==> src/rtl/seq_pkg.sv <==
// seq_pkg: state type and default detection pattern shared by the
// serial generator, the sequence detectors and their benches.
package seq_pkg;

   typedef enum bit [1:0] {
      IDLE   = 2'd0,
      SHIFT  = 2'd1,
      PARITY = 2'd2,
      GAP    = 2'd3
   } gen_state_t;

   localparam logic [3:0] SEQ_PATTERN = 4'b1011;

endpackage

==> src/rtl/seq_shreg.sv <==
// seq_shreg: parallel-load, left-shift register with MSB out and the
// even parity of the word captured at load time.
module seq_shreg #(
   parameter int WIDTH = 4
) (
   input  logic             clk,
   input  logic             reset_n,
   input  logic             load,
   input  logic             shift,
   input  logic [WIDTH-1:0] din,
   output logic             msb,
   output logic             parity
);

   logic [WIDTH-1:0] q;
   logic             par;

   // Load wins over shift so a back-to-back reload replaces the old word.
   always_ff @(posedge clk or negedge reset_n) begin
      if (!reset_n) begin
         q   <= '0;
         par <= 1'b0;
      end else if (load) begin
         q   <= din;
         par <= ^din;
      end else if (shift) begin
         q   <= {q[WIDTH-2:0], 1'b0};
      end
   end

   assign msb    = q[WIDTH-1];
   assign parity = par;

endmodule

==> src/rtl/seq_gen.sv <==
// seq_gen: MSB-first serial word transmitter with strobe and idle gap.
// Define SEQ_GEN_PARITY_EN to append an even-parity bit to each frame.
module seq_gen
   import seq_pkg::*;
#(
   parameter int WIDTH = 4,
   parameter int GAP   = 0
) (
   input  logic             clk,
   input  logic             reset_n,
   input  logic [WIDTH-1:0] in_data,
   input  logic             in_valid,
   output logic             in_ready,
   output logic             d,
   output logic             d_valid,
   output logic             done,
   output logic             busy,
   output logic [7:0]       frame_cnt
);

   localparam int            IW       = $clog2(WIDTH);
   localparam logic [IW-1:0] IDX_TOP  = IW'(WIDTH - 1);
   localparam logic [IW-1:0] IDX_ONE  = IW'(1);
   localparam logic [3:0]    GAP_LAST = 4'(GAP - 1);
   localparam bit            HAS_GAP  = (GAP > 0);

   gen_state_t    state, state_nx;
   logic [IW-1:0] idx, idx_nx;
   logic [3:0]    gcnt, gcnt_nx;
   logic          load, shift;
   logic          msb, par, last;

   seq_shreg #(
      .WIDTH(WIDTH)
   ) u_shreg (
      .clk    (clk),
      .reset_n(reset_n),
      .load   (load),
      .shift  (shift),
      .din    (in_data),
      .msb    (msb),
`ifdef SEQ_GEN_PARITY_EN
      .parity (par)
`else
      .parity ()
`endif
   );

`ifdef SEQ_GEN_PARITY_EN
   assign last = (state == PARITY);
   assign d    = ((state == SHIFT) & msb) |
                 ((state == PARITY) & par);
`else
   assign par  = 1'b0;
   assign last = (state == SHIFT) && (idx == '0);
   assign d    = (state == SHIFT) & msb;
`endif

   assign in_ready = (state == IDLE) || (!HAS_GAP && last);
   assign d_valid  = (state == SHIFT) || (state == PARITY);
   assign done     = last;
   assign busy     = (state != IDLE);

   always_comb begin
      state_nx = state;
      idx_nx   = idx;
      gcnt_nx  = gcnt;
      load     = 1'b0;
      shift    = 1'b0;
      unique case (state)
         IDLE: begin
            if (in_valid) begin
               state_nx = SHIFT;
               load     = 1'b1;
               idx_nx   = IDX_TOP;
            end
         end
         SHIFT: begin
            shift  = 1'b1;
            idx_nx = idx - IDX_ONE;
            if (idx == '0) state_nx = PARITY;
         end
         PARITY: begin
            state_nx = IDLE;
         end
         seq_pkg::GAP: begin
            gcnt_nx = gcnt + 4'd1;
            if (gcnt == GAP_LAST) state_nx = IDLE;
         end
      endcase
      // Final serial cycle: gap, back-to-back reload, or idle.
      if (last) begin
         gcnt_nx = '0;
         if (HAS_GAP) begin
            state_nx = seq_pkg::GAP;
         end else if (in_valid) begin
            state_nx = SHIFT;
            load     = 1'b1;
            idx_nx   = IDX_TOP;
         end else begin
            state_nx = IDLE;
         end
      end
   end

   always_ff @(posedge clk or negedge reset_n) begin
      if (!reset_n) begin
         state     <= IDLE;
         idx       <= '0;
         gcnt      <= '0;
         frame_cnt <= '0;
      end else begin
         state <= state_nx;
         idx   <= idx_nx;
         gcnt  <= gcnt_nx;
         if (last) frame_cnt <= frame_cnt + 8'd1;
      end
   end

endmodule

==> config.mk <==
export PLATFORM = sky130hd
export DESIGN_NAME = seq_gen
export DESIGN_NICKNAME = d
export VERILOG_FILES = /design/src/rtl/seq_pkg.sv /design/src/rtl/seq_shreg.sv /design/src/rtl/seq_gen.sv
export SDC_FILE = /design/constraint.sdc
export NUM_CORES = 1
export LEC_CHECK = 0
export BUFFER_PORTS_ARGS = -buffer_cell sky130_fd_sc_hd__buf_2
export CAP_MARGIN = 40
export CORE_ASPECT_RATIO = 0.5
export CORE_MARGIN = 10
export CORE_UTILIZATION = 35
export CTS_BUF_LIST = sky130_fd_sc_hd__clkbuf_8
export CTS_CLUSTER_SIZE = 28
export DETAILED_ROUTE_END_ITERATION = 10
export SLEW_MARGIN = 10
export SYNTH_ARGS = -nofsm -noshare
export SYNTH_HDL_FRONTEND = slang
export SYNTH_HIERARCHICAL = 1
export SYNTH_SLANG_ARGS = --single-unit
==> constraint.sdc <==
create_clock -name clk -period 4.53 [get_ports clk]
set_clock_uncertainty 0.1 [all_clocks]
set_input_delay 0.453 -clock clk [delete_from_list [all_inputs] [get_ports clk]]
set_output_delay 0.453 -clock clk [all_outputs]
set_load 0.01 [all_outputs]
==> qor_table.md <==
| Item | Value | Unit |
|---|---|---|
| Status | finished, final reports clean | - |
| Worst-Margin Slew | 0.536 | ns |
| Antenna violations before repair | 0 | - |
| Final Slew Violations | 0 | - |
| RSZ-0062 raised after global routing | no | - |
| Post-Place Worst Slack | 2.52 | ns |
| Area of the die | 5840 | um^2 |
| Number of buffers added by the clock tree synthesis step | 3 | - |
| Gr ovfl total | 0 | - |
| CP peak stage delay | 0.50 | ns |
| Data arrival time of the worst path | 1.70 | ns |
| Count of buffers inserted at the top-level ports | 19 | - |
| Clock latency of the later-clocked register in the worst-skew pair | 0.26 | ns |
| Number of DRC violations after detailed routing | 0 | - |
| Setup TNS Final | 0 | ns |
| Clock sink count | 20 | - |
| Worst setup path startpoint | state[1] | - |
| Reg area | 500 | um^2 |
| GPL Wtd Cong | 0.798 | - |
| Setup ws final | 2.27 | ns |
| Post-CTS setup-driven buffer insertion count | 0 | - |
| Avg Cell Area, Syn | 10.2 | um^2 |
| Net switching share of the total power | 36.6 | % |
| Wire length of the first global-routing pass | 3830 | um |
| Worst reg2reg path depth | 7 | - |
| Post-route fraction of the period consumed by the critical path | 49.8 | % |
| Reported max-cap violation count | 0 | - |
| Min cycle time layout | 2.26 | ns |
| Ratio of cells with drive above 1 in the final layout | 21.4 | % |
| Most common cell after layout, fill and taps aside | dfrtp_1 | - |
| Cells traversed along the worst timing path | inv_1 > ha_1 > nand2_4 > inv_6 > buf_2 | - |
| Wire length after detailed routing | 2210 | um |
| Resized cells post-CTS | 0 | - |
| Comb pwr share | 39.2 | % |
| Required time worst endpoint | 3.98 | ns |
| Commonest cells after routing, fill and taps aside | dfrtp_1, buf_2, nand2_1, inv_1 | - |
| Worst IR drop on VDD | 0.000136 | V |
| Area of the multi-input gates | 526 | um^2 |
| Quantity of hold-fixing buffers added after cts | 0 | - |
| Clock slew at reported path FFs | 0.07 | ns |
| Warnings, synthesis | 6 | - |
| Number of DRC violations after detailed-routing iteration 0 | 17 | - |
| Wire length per cell after detailed routing | 13.3 | um |
| Initial DRT Pass Iterations | 4 | - |
| Starting utilization of the core area | 36.2 | % |
| Cell area after synthesis | 1080 | um^2 |
| Fill count | 300 | - |
| Cells after Synth | 106 | - |
| Height of the chip | 59.3 | um |
| Aggregate global-route resource usage | 7.95 | % |
| Switching power | 0.279 | mW |
| Clock root cell | clkbuf_8 | - |
| Internal power | 0.484 | mW |
| Category of the worst setup path launch point | flip-flop | - |
| Boundary pin count | 20 | - |
| Vias | 828 | - |
| Fraction of power consumed by the clock network | 23.2 | % |
| Type of the setup path with the least slack | reg -> out | - |
| Leakage Power | 0.633 | nW |
| Endpoint of the worst register-to-register path | u_shreg/q[0] | - |
| Vias per cell | 4.99 | - |
| Clock tree from TritonCTS | yes | - |
| ANT nets after route | 0 | - |
| Number of global-route vias before repair | 819 | - |
| Post-DP HPWL | 1680 | um |
| Antenna Cells | 0 | - |
| P&R area growth vs syn | 18.8 | % |
| Worst hold path class | in -> async | - |
| Worst slew margin relative to its limit | 64.3 | % |
| Final-report hold violation count | 0 | - |
| Depth of the CTS H-tree | 1 | - |
| Longest Clk Path Bufs | 2 | - |
| Nature of the critical path endpoint | output port | - |
| Fmax | 443 | MHz |
| Core Box Area | 2980 | um^2 |
| PD cells | 596 | nW/um^2 |
| Sequential group share of total power | 37.6 | % |
| Nets | 141 | - |
| Slowest-stage cell, CP | ha_1 | - |
| Reg2Reg Setup Slack | 2.62 | ns |
| Setup-failing EPs final | 0 | - |
| Reg-to-Reg Start | state[1] | - |
| CP max FO | 12 | - |
| Die width | 98.5 | um |
| Post-Syn Nets | 120 | - |
| Total number of placement rows | 14 | - |
| Maximum number of pins on one net before global-route repair | 21 | - |
-- per-stage QoR --
stage	std cells	hold WS [ns]	utilization, %	power, mW	area [um^2]
after floorplan	106	0.0574	-	0.505	1080
after global placement	162	0.326	40.6	0.592	1210
after detailed placement	162	0.333	40.6	0.593	1210
after CTS	166	0.0482	43.0	0.774	1280
after global routing	166	0.0547	43.0	0.831	1280
final	166	0.0331	43.0	0.763	1280
-- critical path: cells and delay by family, from the launching register on --
family,cells,cell delay (ns)
adders and majority gates,1,0.50
buffers and inverters,3,0.37
DFF,1,0.40
and+or+nand+nor,1,0.18
-- worst max path at each step --
stage / endpoint / slack [ns]
after detailed placement: done / 2.52
after global routing: done / 2.13
after global placement: done / 2.53
final: done / 2.27
after CTS: done / 2.23
after floorplan: u_shreg/q[0] / 2.79
-- sequential cells by signal, indices dropped and copies added, names as in the netlist --
name	count
state	2
frame_cnt	8
gcnt	4
u_shreg/q	4
idx	2
-- per-layer routing --
layer / GRT usage [%] / vias to the layer above / part of all wire (%)
li1: - / 417 / -
met1: 9.50 / 397 / 47
met2: 13.4 / 14 / 49
met3: 3.03 / 0 / 3.4
met4: 1.83 / 0 / 0
met5: 0 / - / 0
-- power by group through the flow --
stage | sequential [mW] | clock [mW] | combinational [mW]
global placement | 0.290 | 0 | 0.302
CTS | 0.288 | 0.183 | 0.304
global route | 0.298 | 0.193 | 0.340
floorplan | 0.285 | 0 | 0.219
finish | 0.287 | 0.177 | 0.299
detailed placement | 0.291 | 0 | 0.302
-- area by class of cell --
type | count | share of cell area, %
multi-input cells | 74 | 41.0
flip-flops and latches | 20 | 39.1
repair buffers | 19 | 7.42
well taps | 40 | 3.91
clock buffers | 3 | 3.22
inverters | 9 | 3.03
clock inverters | 1 | 2.34
Note: power is estimated with default switching activity, not from simulation.
